==> src/rtl/uart_rx.sv <==
// rtl/uart_rx.sv - 8N1 UART receiver with mid-bit sampling and framing-error strobe.
// Optional parity bit checking is enabled by defining UART_RX_PARITY_EN.
module uart_rx #(
  parameter int CLK_FREQ  = 50000000,
  parameter int BAUD_RATE = 9600
`ifdef UART_RX_PARITY_EN
  , parameter bit PARITY_ODD = 1'b0
`endif
) (
  input  logic       clk,
  input  logic       reset,
  input  logic       rx,
  output logic [7:0] data_out,
  output logic       data_valid,
  output logic       busy,
  output logic       frame_err,
  output logic       parity_err
);

  localparam int BIT_PERIOD  = CLK_FREQ / BAUD_RATE;
  localparam int HALF_PERIOD = BIT_PERIOD / 2;
  localparam int TW          = $clog2(BIT_PERIOD);
  localparam logic [TW-1:0] HALF_LAST = TW'(HALF_PERIOD - 1);
  localparam logic [TW-1:0] BIT_LAST  = TW'(BIT_PERIOD - 1);

`ifdef UART_RX_PARITY_EN
  typedef enum logic [2:0] {IDLE, START, DATA, PARITY, STOP, BREAK_WAIT} state_e;
`else
  typedef enum logic [2:0] {IDLE, START, DATA, STOP, BREAK_WAIT} state_e;
`endif

  state_e        state_q;
  logic [TW-1:0] timer_q;
  logic [3:0]    bit_cnt_q;
  logic [7:0]    shift_q;
  logic          rx_meta_q;
  logic          rx_s_q;
  logic [7:0]    data_out_q;
  logic          data_valid_q;
  logic          busy_q;
  logic          frame_err_q;
`ifdef UART_RX_PARITY_EN
  logic          par_bit_q;
  logic          parity_err_q;
`endif

  always_ff @(posedge clk or posedge reset) begin
    if (reset) begin
      state_q      <= IDLE;
      timer_q      <= '0;
      bit_cnt_q    <= '0;
      shift_q      <= '0;
      rx_meta_q    <= 1'b1;
      rx_s_q       <= 1'b1;
      data_out_q   <= '0;
      data_valid_q <= 1'b0;
      busy_q       <= 1'b0;
      frame_err_q  <= 1'b0;
`ifdef UART_RX_PARITY_EN
      par_bit_q    <= 1'b0;
      parity_err_q <= 1'b0;
`endif
    end else begin
      rx_meta_q    <= rx;
      rx_s_q       <= rx_meta_q;
      data_valid_q <= 1'b0;
      frame_err_q  <= 1'b0;
`ifdef UART_RX_PARITY_EN
      parity_err_q <= 1'b0;
`endif
      case (state_q)
        IDLE: begin
          if (!rx_s_q) begin
            timer_q <= '0;
            busy_q  <= 1'b1;
            state_q <= START;
          end
        end
        // Re-check the line half a bit in so short glitches are not taken as frames.
        START: begin
          if (timer_q == HALF_LAST) begin
            if (!rx_s_q) begin
              timer_q   <= '0;
              bit_cnt_q <= '0;
              state_q   <= DATA;
            end else begin
              busy_q  <= 1'b0;
              state_q <= IDLE;
            end
          end else begin
            timer_q <= timer_q + TW'(1);
          end
        end
        DATA: begin
          if (timer_q == BIT_LAST) begin
            shift_q   <= {rx_s_q, shift_q[7:1]};
            timer_q   <= '0;
            bit_cnt_q <= bit_cnt_q + 4'd1;
            if (bit_cnt_q == 4'd7) begin
`ifdef UART_RX_PARITY_EN
              state_q <= PARITY;
`else
              state_q <= STOP;
`endif
            end
          end else begin
            timer_q <= timer_q + TW'(1);
          end
        end
`ifdef UART_RX_PARITY_EN
        PARITY: begin
          if (timer_q == BIT_LAST) begin
            par_bit_q <= rx_s_q;
            timer_q   <= '0;
            state_q   <= STOP;
          end else begin
            timer_q <= timer_q + TW'(1);
          end
        end
`endif
        STOP: begin
          if (timer_q == BIT_LAST) begin
            timer_q <= '0;
            if (rx_s_q) begin
              data_out_q   <= shift_q;
              data_valid_q <= 1'b1;
`ifdef UART_RX_PARITY_EN
              parity_err_q <= ((^shift_q) ^ par_bit_q) != PARITY_ODD;
`endif
              busy_q       <= 1'b0;
              state_q      <= IDLE;
            end else begin
              frame_err_q <= 1'b1;
              state_q     <= BREAK_WAIT;
            end
          end else begin
            timer_q <= timer_q + TW'(1);
          end
        end
        // Stay busy until the line returns high so a held break yields one error only.
        BREAK_WAIT: begin
          if (rx_s_q) begin
            busy_q  <= 1'b0;
            state_q <= IDLE;
          end
        end
        default: begin
          busy_q  <= 1'b0;
          state_q <= IDLE;
        end
      endcase
    end
  end

  assign data_out   = data_out_q;
  assign data_valid = data_valid_q;
  assign busy       = busy_q;
  assign frame_err  = frame_err_q;
`ifdef UART_RX_PARITY_EN
  assign parity_err = parity_err_q;
`else
  assign parity_err = 1'b0;
`endif

endmodule

==> config.mk <==
export PLATFORM = sky130hd
export DESIGN_NAME = uart_rx
export DESIGN_NICKNAME = d
export VERILOG_FILES = /design/src/rtl/uart_rx.sv
export SDC_FILE = /design/constraint.sdc
export NUM_CORES = 1
export LEC_CHECK = 0
export BUFFER_PORTS_ARGS = -buffer_cell sky130_fd_sc_hd__buf_2
export CORE_MARGIN = 3
export CORE_UTILIZATION = 30
export CTS_CLUSTER_DIAMETER = 150
export DETAILED_ROUTE_END_ITERATION = 8
export HOLD_SLACK_MARGIN = 0.03
export PLACE_DENSITY_LB_ADDON = 0.08
export SYNTH_ARGS = -nofsm -noshare
export SYNTH_HDL_FRONTEND = slang
export SYNTH_SLANG_ARGS = --single-unit
==> constraint.sdc <==
create_clock -name clk -period 5.15 [get_ports clk]
set_clock_uncertainty 0.2 [all_clocks]
set_input_delay 0.2575 -clock clk [delete_from_list [all_inputs] [get_ports clk]]
set_output_delay 0.2575 -clock clk [all_outputs]
set_load 0.01 [all_outputs]
==> impl_metrics.ini, run 1 <==
[yosys]
synth_edf_count = 0
netlist_area_um2 = 2030
syn_nets = 191
yosysTopAreaCell = dfrtp_1
yosys.area_share.xor_xnor_pct = 0.861
synth.top_cell.area_share_pct = 48.0
synth_compound_area_share_pct = 12.5
syn_avg_cell_area_um2 = 10.9
synth_top_family_by_area = simple AND/OR/NAND/NOR gates
ys_types = 49
synth_cells = 186
synthAdderAreaFrac_pct = 1.23
async_flop_share_pct = 100
yosys.area_share.simple_pct = 19.8
synthFlopType = dfrtp_1
ys_warn_count = 0
synth_seq_cells = 41
synthMuxAreaShare_pct = 10.9
synth_area_leaders = dfrtp_1, mux2_2, nor2_1
ys_seq_area_share_pct = 50.6

[clock_network]
clockBufferDepth = 2
cts_tree = done
clock_latency_ns = 0.29
hold_buffers = 2
cts.clk_slew.worst_paths_ns = 0.09
postCtsSetupBuffers = 0
h-tree-depth = 2
numClockSinks = 41
cts.repair.resized = 0
cts-root-buf = clkbuf_8
cts_buffers = 5

[sta]
hold_viol = 0
setup_viol = 0
worstMarginPinSlew_ns = 0.821
fin_crit_sh_pct = 49.0
tns_ns = 0
fmax_mhz = 396
drv_slew = 0
maxSlewHeadroom_pct = 45.0
min_period_ns = 2.53
setup_slack_ns = 2.62
hold_ws_ns = 0.164
grt_setup_unrepaired = no

[grt]
track_usage_pct = 11.9
grt_remaining_overflow = 0
grt_pass1_vias = 1448
antenna_found_initial = 0
grt_pass1_wl_um = 7210
grt_max_degree = 27

[floorplan]
dieArea_um2 = 7810
fp.dieH_um = 88.4
start_util_pct = 31.5
fp.dieW_um = 88.4
ios = 15
rows = 29
fp.coreArea_um2 = 6460

[min_path]
min_from = rx_meta_q
worstHoldPathCells = 0
min_path_type = reg -> reg
hold_end = rx_s_q

[placement]
io_buffer_count = 13
pre_cts_ws_ns = 2.68
place_hpwl_um = 2940
place.gp.congestion = 0.805
place_inst = 268

[route]
vias_per_cell = 5.31
ant_nets = 0
vias = 1477
wl_per_cell_um = 15.3
wl_um = 4270
drc = 0
dr.pass1.iters = 4
drtIter0Drc = 42

[critical_path]
crit_path_start_kind = flip-flop
path_cells = ha_1, nor3b_2, and4_1, o2bb2ai_2, a211o_1, a22o_1
reg2reg_depth = 6
rrSetupSlack_ns = 2.62
path_buf_inv = 0
crit_path_end_kind = flip-flop
critPathKind = reg -> reg
critPathTopFamily = compound AO/OA/AOI/OAI gates
critPathSlowestCell = dfrtp_1
arrival_ns = 2.51
slowest_delay_ns = 0.44
critPathRequiredTime_ns = 5.14
worstPathMaxFanout = 20
reg2reg_from = timer_q[0]
r2r-end = timer_q[8]

[finish]
area_growth_pct = 13.4
drive_above_1_share_pct = 25.9
antennaDiodeCount = 0
final_util_pct = 35.7
num-nets-final = 205
layout_commonest_cell = dfrtp_1
finalNonFillerCells = 278
layout_common_cells = dfrtp_1, nor2_1, mux2_2

[pwr]
vdd_ir_drop_max_mv = 0.0905
p_per_area_nw_per_um2 = 281
power.leakage_nw = 1.12

[run]
maxCapViolCount = 0

[outcome]
status = complete, no violations
## cells in the mapped netlist, drive strengths merged, types with 3 or more instances
cell type / instances
and2: 3
and4bb: 3
inv: 5
a211o: 4
nand2: 11
nor2: 22
buf: 8
mux2: 18
nand3: 5
a22o: 8
nor3: 6
o21ai: 6
nand4: 5
a21oi: 3
and3: 5
dfrtp: 39
## cell type report
cell class,instances,area [um^2]
fill,655,4150
sequential,41,1030
multi-input combinational,130,926
timing repair buffer,17,100
tap,77,96.3
clock buffer,5,68.8
clock inverter,3,68.8
inverter,5,18.8
## per-layer routing
layer	vias up	part of all wire (%)	track usage, %
li1	699	-	-
met1	754	48	16.1
met3	6	2.9	3.26
met5	-	0	0
met4	0	1.2	3.98
met2	18	47	18.5
## through the flow
| stage | total power, mW | cell area (um^2) |
|---|---|---|
| 2_1_floorplan | 0.337 | 2030 |
| 3_3_place_gp | 0.340 | 2150 |
| 3_5_place_dp | 0.340 | 2150 |
| 4_1_cts | 0.662 | 2310 |
| 5_1_grt | 0.675 | 2310 |
| 6_report | 0.649 | 2310 |
## worst max-delay path by stage
stage	start	endpoint	slack [ns]	cells past startpoint
6_report	timer_q[0]	timer_q[8]	2.62	6
3_3_place_gp	timer_q[0]	timer_q[5]	2.74	6
4_1_cts	timer_q[0]	data_out[5]	2.67	5
3_5_place_dp	timer_q[0]	data_out[0]	2.68	5
2_1_floorplan	timer_q[0]	data_out[0]	3.04	7
5_1_grt	timer_q[0]	timer_q[9]	2.52	6
## where the power goes
part	internal [mW]	leakage, nW	switching [mW]
sequential	0.323	0.546	0.00116
combinational	0.00231	0.505	0.00762
clock	0.195	0.0687	0.120
total	0.521	1.12	0.129
## logic make-up after synthesis
group | after synthesis
compound gates | 32
buf+inv | 15
mux | 20
xor+xnor | 2
fa+ha+maj | 2
other cells | 1
flops | 41
simple gates | 73
## registers in the layout, indices dropped and copies added, names as in the netlist
register	flops
shift_q	8
rx_meta_q	1
rx_s_q	1
data_out	8
busy	1
bit_cnt_q	4
state_q	3
timer_q	13
frame_err	1
data_valid	1
No activity file was read; power rests on OpenSTA's default activity.
==> run 2, diff against run 1 <==
--- a/config.mk
+++ b/config.mk
@@ -5,6 +5,7 @@
 export SDC_FILE = /design/constraint.sdc
 export NUM_CORES = 1
 export LEC_CHECK = 0
+export ABC_AREA = 1
 export BUFFER_PORTS_ARGS = -buffer_cell sky130_fd_sc_hd__buf_2
 export CORE_MARGIN = 3
 export CORE_UTILIZATION = 30
==> constraint.sdc (replaced) <==
create_clock -name clk -period 2.36 [get_ports clk]
set_clock_uncertainty 0.2 [all_clocks]
set_input_delay 0.118 -clock clk [delete_from_list [all_inputs] [get_ports clk]]
set_output_delay 0.118 -clock clk [all_outputs]
set_load 0.01 [all_outputs]
==> run 2 against run 1 <==
  * Non-clock buffer count is the same
  * Setup slack lost 2.3 ns
  * Total power grew 100%
  * Utilization grew 0.30 points
  * Fmax grew 25%
  * Synthesized area grew 8.9%
  * Count of clock-buffer cells in the layout grew 1
  * Critical endpoint is now bit_cnt_q[2]
==> impl_metrics.ini, run 2 <==
[outcome]
status = complete, no violations

[route]
wl_per_cell_um = 12.5
route.met3.wl_um = 160
drt-met1-wl_um = 2640
vias = 1861
ant_nets = 0
drc = 0
wl_met2_um = 2300
dr.pass1.iters = 4
vias_per_cell = 4.54
top_layer_used = met4
wl_um = 5130
drtIter0Drc = 100

[grt]
grt_max_degree = 23
grt_pass1_wl_um = 9360
grt_remaining_overflow = 0
track_usage_pct = 13.7
grt_pass1_vias = 1909
antenna_found_initial = 0

[finish]
drive_above_1_share_pct = 16.6
num-nets-final = 318
layout_commonest_cell = nand2_1
layout_common_cells = nand2_1, dfrtp_1, inv_1, nand3_1, nor2_1
fill_cells = 776
final_util_pct = 36.0
area_growth_pct = 13.5
regMostFlops = timer_q
antennaDiodeCount = 0
largest_reg_flops = 13

[floorplan]
fp.dieH_um = 91.9
ios = 15
start_util_pct = 31.7
fp.dieW_um = 91.9
dieArea_um2 = 8450
rows = 30
fp.coreArea_um2 = 6980

[pwr]
intPower_mw = 1.03
p_clk_share_pct = 44.2
power.leakage_nw = 1.30
vdd_ir_drop_max_mv = 0.260
power_switching_share_pct = 21.8
comb_power_share_pct = 2.0
seq_power_share_pct = 53.7
power_switching_mw = 0.287
power.total_mw = 1.32
p_per_area_nw_per_um2 = 524

[yosys]
yosysTopAreaCell = dfrtp_1
synth.top_cells.by_count = nand2_1, dfrtp_1, inv_1
synth.top_cell.area_share_pct = 44.0
async_flop_share_pct = 100
netlist_area_um2 = 2220
synth_cells = 294
ys_types = 36
ys_seq_area_share_pct = 46.4
synthFlopType = dfrtp_1
yosysMostFrequentCell = nand2_1
syn_nets = 299
synth_edf_count = 0
synth_seq_cells = 41
ys_warn_count = 0
syn_avg_cell_area_um2 = 7.54
synth_area_leaders = dfrtp_1, nand2_1, nand3_1

[run]
maxCapViolCount = 0

[sta]
fin_crit_sh_pct = 85.5
hold_viol = 0
grt_setup_unrepaired = no
min_period_ns = 2.02
drv_slew = 0
tns_ns = 0
setup_viol = 0
fmax_mhz = 496

[min_path]
min_path_type = reg -> reg

[critical_path]
slowest_delay_ns = 0.39
critPathSlowestCell = dfrtp_1
worstPathMaxFanout = 15
critPathKind = reg -> reg
path_buf_inv = 1
crit_path_end_kind = flip-flop
path_cells = ha_1, nand2_1, nor2_2, nand3_4, nand2_1, nand2_1, nor2_2, inv_2, nand2_1, nand2_1
arrival_ns = 2.01
critPathTopFamily = simple AND/OR/NAND/NOR gates
crit_path_frequent_cell = nand2_1
crit_path_start_kind = flip-flop
critPathRequiredTime_ns = 2.35

[clock_network]
cts_tree = done
clockBufferDepth = 2
clock_latency_ns = 0.30
cts.clk_slew.worst_paths_ns = 0.08
cts-root-buf = clkbuf_8
cts_buffers = 5
postCtsSetupBuffers = 0
cts.repair.resized = 0
h-tree-depth = 2
numClockSinks = 41

[placement]
io_buffer_count = 13
place.gp.congestion = 0.743
place_hpwl_um = 3780
-- run 2: what timing repair did --
item | in CTS | in global routing
setup endpoints to repair | 0 | 0
hold buffers | 2 | 0
endpoints found under the hold margin | 42 | 0
-- run 2: layout make-up --
class,instances,area [um^2],share of cell area [%]
flip-flops and latches,41,1030,40.9
clock inverters,2,38.8,1.54
multi-input cells,218,1040,41.4
inverters,30,113,4.48
clock buffers,6,72.6,2.89
repair buffers,17,100,3.98
well taps,96,120,4.78
-- run 2: metal layers --
layer	up-vias	track usage [%]
met3	4	2.63
met2	29	20.9
met4	0	3.71
li1	974	-
met5	-	0
met1	854	19.8
-- run 2: cell families (layout without fill, tap and decap cells) --
kind of cell / Yosys count / count (layout) / share of synthesized area, %
fa+ha+maj: 2 / 2 / 1.13
simple gates: 184 / 184 / 37.3
compound gates: 28 / 28 / 7.23
other cells: 1 / 1 / 0.169
xor+xnor: 3 / 3 / 1.19
buf+inv: 35 / 55 / 6.55
flops: 41 / 41 / 46.4
-- run 2: worst paths after layout --
| path | slack (ns) | endpoint | start | depth (start not counted) |
|---|---|---|---|---|
| max | 0.34 | bit_cnt_q[2] | timer_q[0] | 10 |
| min | 0.16 | rx_s_q | rx_meta_q | 0 |
| min reg2reg | 0.16 | rx_s_q | rx_meta_q | 0 |
| min in group asynchronous | 0.18 | timer_q[10] | reset | 4 |
| max reg2reg | 0.34 | bit_cnt_q[2] | timer_q[0] | 10 |
| max in group asynchronous | 1.51 | rx_s_q | reset | 4 |
-- run 2: per-stage QoR --
step	hold WS (ns)	worst slack (ns)	instances	instance area (um^2)
2_1_floorplan	-0.0775	0.642	294	2220
3_3_place_gp	-0.0354	0.448	400	2380
3_5_place_dp	-0.0329	0.382	400	2380
4_1_cts	0.161	0.356	410	2510
5_1_grt	0.163	0.137	410	2510
6_report	0.159	0.343	410	2510
-- run 2: power groups by stage --
stage | Clock [mW] | Combinational (mW) | Sequential [mW]
6_report | 0.583 | 0.0266 | 0.708
5_1_grt | 0.640 | 0.0306 | 0.708
4_1_cts | 0.612 | 0.0282 | 0.708
3_5_place_dp | 0 | 0.0256 | 0.722
3_3_place_gp | 0 | 0.0258 | 0.722
2_1_floorplan | 0 | 0.0181 | 0.719
==> run 3, diff against run 2 <==
==> constraint.sdc (replaced) <==
create_clock -name clk -period 2.3 [get_ports clk]
set_clock_uncertainty 0.2 [all_clocks]
set_input_delay 0.115 -clock clk [delete_from_list [all_inputs] [get_ports clk]]
set_output_delay 0.115 -clock clk [all_outputs]
set_load 0.01 [all_outputs]
==> run 3 against run 2 <==
  * Global-route usage is 0.076 points lower
  * Utilization is 0.34 points lower
  * Critical path depth stayed put
  * Flip-flop and latch count stayed put
  * Setup slack worse by 0.041 ns
  * Register-to-register slack worse by 0.04 ns
  * Sequential share of layout area is 0.39 points higher
  * Via count is 0.54% lower
  * Count of clock-buffer cells in the layout stayed put
  * Routed wire length is 1.4% higher
  * Combinational power is 2% higher
==> impl_metrics.ini, run 3 (same netlist as run 2, synthesis figures left out) <==
[finish]
largest_reg_flops = 13
area_growth_pct = 12.4
drive_above_1_share_pct = 16.6
regMostFlops = timer_q
layout_commonest_cell = nand2_1
final_area_um2 = 2490
layout_common_cells = nand2_1, dfrtp_1, inv_1, nand3_1, nor2_1
num-nets-final = 318
final_util_pct = 35.7
antennaDiodeCount = 0

[floorplan]
fp.coreArea_um2 = 6980
fp.dieH_um = 91.9
rows = 30
fp.dieW_um = 91.9
dieArea_um2 = 8450
start_util_pct = 31.7
ios = 15

[route]
vias_per_cell = 4.51
ant_nets = 0
vias = 1851
drc = 0
wl_um = 5200
wl_per_cell_um = 12.7
drtIter0Drc = 87
dr.pass1.iters = 4

[sta]
tns_ns = 0
fmax_mhz = 500
grt_setup_unrepaired = no
setup_viol = 0
min_period_ns = 2.00
hold_viol = 0
hold_ws_ns = 0.0657
drv_slew = 0
fin_crit_sh_pct = 86.9

[clock_network]
numClockSinks = 41
clock_latency_ns = 0.30
cts.clk_slew.worst_paths_ns = 0.08
cts_tree = done
h-tree-depth = 2
cts.repair.resized = 0
clockBufferDepth = 2
cts_buffers = 5
cts-root-buf = clkbuf_8

[placement]
placed_cell_area_um2 = 2380
io_buffer_count = 13
place_hpwl_um = 3890
place.gp.congestion = 0.738

[outcome]
status = complete, no violations

[critical_path]
critPathKind = reg -> reg
critPathRequiredTime_ns = 2.30
crit_path_end_kind = flip-flop
arrival_ns = 1.99
reg2reg_depth = 10
worstPathMaxFanout = 15
crit_path_start_kind = flip-flop

[grt]
grt_pass1_wl_um = 9270
antenna_found_initial = 0
track_usage_pct = 13.6
grt_max_degree = 18
grt_pass1_vias = 1873
grt_remaining_overflow = 0

[run]
maxCapViolCount = 0

[pwr]
p_per_area_nw_per_um2 = 496
vdd_ir_drop_max_mv = 0.254
power.leakage_nw = 1.28

[min_path]
min_path_type = in -> async
-- run 3: changes by cell type in the layout (fill, tap and decap cells not counted) --
cell        delta
bufinv_16      -1
clkinvlp_4     +2
clkinv_4       -1
-- run 3: timing repair --
item / in CTS / in global routing
hold buffers: 2 / 0
setup buffers: 0 / 0
endpoints found under the hold margin: 40 / 0
-- run 3: routing by layer --
layer,track usage (%),part of all wire (%)
met1,18.3,50
met4,4.46,1.3
met3,2.21,2.4
met5,0,0
met2,22.3,46
-- run 3: report_power, final --
part	leakage, nW	internal, mW	total, mW	switching [mW]
clock	0.0374	0.214	0.483	0.269
sequential	0.546	0.723	0.726	0.00276
combinational	0.698	0.00720	0.0270	0.0198
-- run 3: per-stage QoR --
step | power (mW) | worst slack [ns] | cells
2_1_floorplan | 0.756 | 0.582 | 294
3_3_place_gp | 0.767 | 0.395 | 400
3_5_place_dp | 0.767 | 0.321 | 400
4_1_cts | 1.26 | 0.302 | 410
5_1_grt | 1.29 | 0.0931 | 410
6_report | 1.24 | 0.301 | 410
-- run 3: area by class of cell --
| cell class | instances | area (um^2) |
|---|---|---|
| repair buffers | 17 | 100 |
| clock buffers | 6 | 72.6 |
| well taps | 96 | 120 |
| fillers | 794 | 4490 |
| flip-flops and latches | 41 | 1030 |
| inverters | 30 | 113 |
| multi-input cells | 218 | 1040 |
| clock inverters | 2 | 15.0 |
-- run 3: worst max-delay path: stages, from the launching register on --
cell and delay (ns):
dfrtp_1 0.39, ha_1 0.22, nand2_1 0.14, nor2_2 0.17, nand3_4 0.22, nand2_1 0.14, nand2_1 0.08, nor2_2 0.16
inv_2 0.06, nand2_1 0.06, nand2_1 0.04
-- run 3: path summary, 6_finish.rpt --
kind	start	endpoint	slack, ns
setup / recovery	timer_q[0]	bit_cnt_q[2]	0.30
hold / removal	reset	state_q[2]	0.07
setup reg to reg	timer_q[0]	bit_cnt_q[2]	0.30
hold reg to reg	rx_meta_q	rx_s_q	0.16
max in group asynchronous	reset	rx_meta_q	1.28
min in group clk	rx_meta_q	rx_s_q	0.16
